[src/rtl/latch_if_id_if.sv]
// IF/ID pipeline register bus: fetch-side inputs, stall/flush controls and the registered ID-side outputs.
interface latch_if_id_if;
    logic [5:0]  stall;
    logic        flush;
    logic [31:0] if_pc;
    logic [31:0] if_instruction;
    logic        if_valid;
    logic [31:0] id_pc;
    logic [31:0] id_instruction;
    logic        id_valid;
    logic [1:0]  state;

    modport master (
        output stall, flush, if_pc, if_instruction, if_valid,
        input  id_pc, id_instruction, id_valid, state
    );

    modport slave (
        input  stall, flush, if_pc, if_instruction, if_valid,
        output id_pc, id_instruction, id_valid, state
    );
endinterface

[src/rtl/latch_if_id.sv]
// IF/ID pipeline register with stall (hold/bubble) and flush handling.
// Optional saturating stall-analysis counters enabled by LATCH_IF_ID_PERF_EN.
module latch_if_id #(
    parameter logic [31:0] NOP_WORD = 32'h0000_0000
) (
    input logic          clock,
    input logic          reset,
    latch_if_id_if.slave bus
`ifdef LATCH_IF_ID_PERF_EN
    ,
    output logic [31:0]  perf_bubble_count,
    output logic [31:0]  perf_hold_count,
    output logic [31:0]  perf_flush_count
`endif
);
    localparam int unsigned DATA_W = 32;

    typedef enum logic [1:0] {
        ACT_CAPTURE = 2'd0,
        ACT_HOLD    = 2'd1,
        ACT_BUBBLE  = 2'd2,
        ACT_FLUSH   = 2'd3
    } action_e;

    action_e           action_c;
    action_e           state_q;
    logic [DATA_W-1:0] id_pc_q;
    logic [DATA_W-1:0] id_instruction_q;
    logic              id_valid_q;
    logic [DATA_W-1:0] pc_d;
    logic [DATA_W-1:0] instruction_d;
    logic              valid_d;

    // Only stall[1] (IF) and stall[2] (ID) matter to this stage.
    logic unused_stall;
    assign unused_stall = ^{bus.stall[5:3], bus.stall[0]};

    // Action selection in strict priority; reset reuses the flush load.
    always_comb begin
        action_c = ACT_CAPTURE;
        if (reset || bus.flush) begin
            action_c = ACT_FLUSH;
        end else if (bus.stall[1] && !bus.stall[2]) begin
            action_c = ACT_BUBBLE;
        end else if (bus.stall[1]) begin
            action_c = ACT_HOLD;
        end
    end

    // Next data register values for the selected action.
    always_comb begin
        pc_d          = id_pc_q;
        instruction_d = id_instruction_q;
        valid_d       = id_valid_q;
        case (action_c)
            ACT_CAPTURE: begin
                pc_d          = bus.if_pc;
                instruction_d = bus.if_valid ? bus.if_instruction : NOP_WORD;
                valid_d       = bus.if_valid;
            end
            ACT_HOLD: begin
                pc_d          = id_pc_q;
                instruction_d = id_instruction_q;
                valid_d       = id_valid_q;
            end
            default: begin
                pc_d          = '0;
                instruction_d = NOP_WORD;
                valid_d       = 1'b0;
            end
        endcase
    end

    always_ff @(posedge clock) begin
        state_q          <= action_c;
        id_pc_q          <= pc_d;
        id_instruction_q <= instruction_d;
        id_valid_q       <= valid_d;
    end

    assign bus.id_pc          = id_pc_q;
    assign bus.id_instruction = id_instruction_q;
    assign bus.id_valid       = id_valid_q;
    assign bus.state          = state_q;

`ifdef LATCH_IF_ID_PERF_EN
    localparam logic [DATA_W-1:0] CNT_MAX = '1;

    logic [DATA_W-1:0] perf_bubble_q;
    logic [DATA_W-1:0] perf_hold_q;
    logic [DATA_W-1:0] perf_flush_q;

    // Saturating counters; only reset clears them, flush just counts.
    always_ff @(posedge clock) begin
        if (reset) begin
            perf_bubble_q <= '0;
            perf_hold_q   <= '0;
            perf_flush_q  <= '0;
        end else begin
            if (action_c == ACT_BUBBLE && perf_bubble_q != CNT_MAX) begin
                perf_bubble_q <= perf_bubble_q + DATA_W'(1);
            end
            if (action_c == ACT_HOLD && perf_hold_q != CNT_MAX) begin
                perf_hold_q <= perf_hold_q + DATA_W'(1);
            end
            if (action_c == ACT_FLUSH && perf_flush_q != CNT_MAX) begin
                perf_flush_q <= perf_flush_q + DATA_W'(1);
            end
        end
    end

    assign perf_bubble_count = perf_bubble_q;
    assign perf_hold_count   = perf_hold_q;
    assign perf_flush_count  = perf_flush_q;
`endif
endmodule

[src/flat_wrapper.sv]
// flat-port wrapper written by rule: the top's interface ports become plain ports
module latch_if_id_flat 
#(
    parameter logic [31:0] NOP_WORD = 32'h0000_0000
)
  (clock, reset, bus_stall, bus_flush, bus_if_pc, bus_if_instruction, bus_if_valid, bus_id_pc, bus_id_instruction, bus_id_valid, bus_state);
  latch_if_id_if bus_i ();
  input logic clock;
  input logic reset;
  input wire logic [$bits(bus_i.stall)-1:0] bus_stall;
  input wire logic [$bits(bus_i.flush)-1:0] bus_flush;
  input wire logic [$bits(bus_i.if_pc)-1:0] bus_if_pc;
  input wire logic [$bits(bus_i.if_instruction)-1:0] bus_if_instruction;
  input wire logic [$bits(bus_i.if_valid)-1:0] bus_if_valid;
  output wire logic [$bits(bus_i.id_pc)-1:0] bus_id_pc;
  output wire logic [$bits(bus_i.id_instruction)-1:0] bus_id_instruction;
  output wire logic [$bits(bus_i.id_valid)-1:0] bus_id_valid;
  output wire logic [$bits(bus_i.state)-1:0] bus_state;
  assign bus_i.stall = bus_stall;
  assign bus_i.flush = bus_flush;
  assign bus_i.if_pc = bus_if_pc;
  assign bus_i.if_instruction = bus_if_instruction;
  assign bus_i.if_valid = bus_if_valid;
  assign bus_id_pc = bus_i.id_pc;
  assign bus_id_instruction = bus_i.id_instruction;
  assign bus_id_valid = bus_i.id_valid;
  assign bus_state = bus_i.state;
  latch_if_id #(.NOP_WORD(NOP_WORD)) u_core (.clock(clock), .reset(reset), .bus(bus_i));
endmodule
[config.mk]
export PLATFORM = sky130hd
export DESIGN_NAME = latch_if_id_flat
export DESIGN_NICKNAME = d
export VERILOG_FILES = /design/src/rtl/latch_if_id_if.sv /design/src/rtl/latch_if_id.sv /design/src/flat_wrapper.sv
export SDC_FILE = /design/constraint.sdc
export NUM_CORES = 1
export LEC_CHECK = 0
export ABC_AREA = 1
export ABC_CLOCK_PERIOD_IN_PS = 3100
export CAP_MARGIN = 20
export CORE_ASPECT_RATIO = 1.25
export CORE_MARGIN = 3
export CORE_UTILIZATION = 33
export DETAILED_ROUTE_END_ITERATION = 12
export HOLD_SLACK_MARGIN = 0.08
export PLACE_DENSITY_LB_ADDON = 0.12
export SETUP_SLACK_MARGIN = 0.2
export SYNTH_ARGS = -nofsm -noshare
export SYNTH_HDL_FRONTEND = slang
export SYNTH_SLANG_ARGS = --single-unit
[constraint.sdc]
create_clock -name clock -period 3.1 [get_ports clock]
set_input_delay 0.465 -clock clock [delete_from_list [all_inputs] [get_ports clock]]
set_output_delay 0.465 -clock clock [all_outputs]
set_load 0.02 [all_outputs]
==> run metrics <==
HP Class input port to flip-flop; Leakage 0.00188 uW; share of power burned in combinational logic between 10 and 15%; Max-Cap Viols 0; gp weighted congestion 0.651; CP Cell Sequence clkdlybuf4s50_1; via count 1793; distinct cell type count after synthesis 12; post_cts resized 0; Util after Layout 54.4%; outcome complete, no violations; P_int 1470 uW; CP max stage cell clkdlybuf4s50_1; Switching Share 22.9%; largest net degree at the start of global routing 34; Antenna diodes 0; drt drc 0; sequential share of the synthesized area roughly 75%; CP Capture Type output pin; Tcrit/Tclk final 56.2%; Yosys warnings 0; clock root buffer clkbuf_8; Synth-to-Final Area Change 59.6%; required time of the critical path roughly 2.6 ns; Synth Register Bits 67; GRT overflow 0; Flop pwr share around 55%; Post-synth top flop edfxtp_1; Worst Path Arrival about 1.3 ns; Iter 0 DRT Violations 42; total clock sinks 67; EDFF count, synth 65; Synth top cells by count inv_1 (66), edfxtp_1 (65), nor2_1 (35), nor2_2 (29), buf_6 (6); ys async rst share 0%; Max Clk Rate 0.574 GHz; CTS buffer count 9; core footprint 0.00784 mm^2; startpoint types flip-flop; Net Sw Power 435 uW; largest cells by area after synthesis edfxtp_1 (73%), inv_1 (9.3%), nor2_2 (6.8%); Initial Util 34.1%; top-count cell post-synth inv_1; initial antenna violation count 0; vias per std cell 3.96; Fill cells ~700; CTS tree yes; cell count after synthesis 210; DR pass1 iterations 3; final net count roughly 430; DRT Wirelength around 5400 um; vias in the first global route 1718; Fin Setup TNS 0 ns; global-route wire length before repair roughly 8400 um; Storage cell area 0.00199 mm^2; Worst Path Buf+Inv 1; CTS max path bufs 2; syn nets 284; row count 36; final hold violations 0; share of layout cells above drive strength 1 about an eighth; Chip Height 107 um; Yosys top cell area share 73.0%; final cell count without fillers around 450; Max Slew Vio Count 0; leading area contributor after synthesis edfxtp_1; pwr dens 446 mW/mm^2; H-tree lvl count 3; area of the die 0.00922 mm^2; Die W slightly below 90 um; RSZ-0062 raised after global routing no; Routed Antenna Nets 0; Worst path max stage delay between 0.6 and 0.7 ns; dpl cells 437; IO Count ~140; synthesized area 0.00267 mm^2; Hold WS between 0.7 and 0.8 ns; postcts setup bufs 0; worst slew pin tran 0.586 ns; CTS clock-pin slew for the worst setup and hold paths about 0.070 ns; Final setup viols 0; minimum clock period approximately 1.7 ns; footprint of the multi-input gates 378 um^2; Avg WL per Cell 12.0 um; Rel. slew slack between 60 and 70%; Avg Cell Area, Syn 12.7 um^2; # hold bufs at CTS 0; CP Max Fanout 1; Setup CP Type flip-flop to output pin; clock network power share 31.0%; VDD IR-drop max 0.000203 V; HPWL Detailed 3950 um; I/O Buffers approximately 140; cell family with the largest share of critical-path delay buffers and inverters; Total Routing Usage GR 12.2%
-- power by group through the flow --
stage	clock, uW	sequential [uW]	combinational, uW
6_report	590	1040	273
3_3_place_gp	0	1060	276
5_1_grt	653	1040	293
3_5_place_dp	0	1060	277
2_1_floorplan	0	1120	48.2
4_1_cts	617	1040	278
-- area by class of cell --
cell class / count / area share, %
clock inverter: 4 / 0.411
multi-input combinational: 71 / 8.86
inverter: 66 / 5.81
sequential: 67 / 46.7
timing repair buffer: 138 / 32.3
clock buffer: 12 / 3.17
tap: 95 / 2.79
-- placed cells by master, fill, tap and decap left out, drive strengths merged --
master / instances
buf: 2
clkbuf: 12
clkdlybuf4s50: 136
clkinv: 4
dfxtp: 2
edfxtp: 65
inv: 66
nand2: 3
nand3: 2
nor2: 65
o21ai: 1
-- state kept, by name, summed over array words and instances, names as in the netlist --
name	count
u_core.bus.id_instruction	32
u_core.bus.state	2
u_core.bus.id_pc	32
u_core.bus.id_valid	1
-- through the flow --
| stage | instance area (um^2) | power [uW] | setup slack (ns) |
|---|---|---|---|
| after floorplan | 2680 | 1160 | 0.959 |
| after global placement | 4110 | 1330 | 1.06 |
| after detailed placement | 4110 | 1340 | 1.04 |
| after CTS | 4270 | 1930 | 1.32 |
| after global routing | 4270 | 1990 | 1.28 |
| final | 4270 | 1900 | 1.36 |
-- cells by family (layout without fill, tap and decap cells) --
logic type	count (synthesis)	after routing	synth area share, %
and+or+nand+nor	70	70	13.5
DFF	67	67	74.5
buffers and inverters	72	220	11.8
AOI/OAI and AO/OA	1	1	0.187
-- worst paths after layout --
path / from / end / cells after the start
max: u_core.bus.id_instruction[0] / bus_id_instruction[0] / 1
min: bus_if_pc[7] / u_core.bus.id_pc[7] / 3
-- worst min-delay path, stage by stage --
cell and delay, ns:
clkdlybuf4s50_1 0.39, inv_1 0.05, nor2_1 0.03
-- routing by layer --
metal	vias up	wire length (um)	track usage, %
met3	10	614	5.46
met2	84	2640	19.0
met4	0	120	7.35
li1	915	-	-
met1	784	2050	13.6
met5	-	0	0
Power figures use the tool's default switching activity.
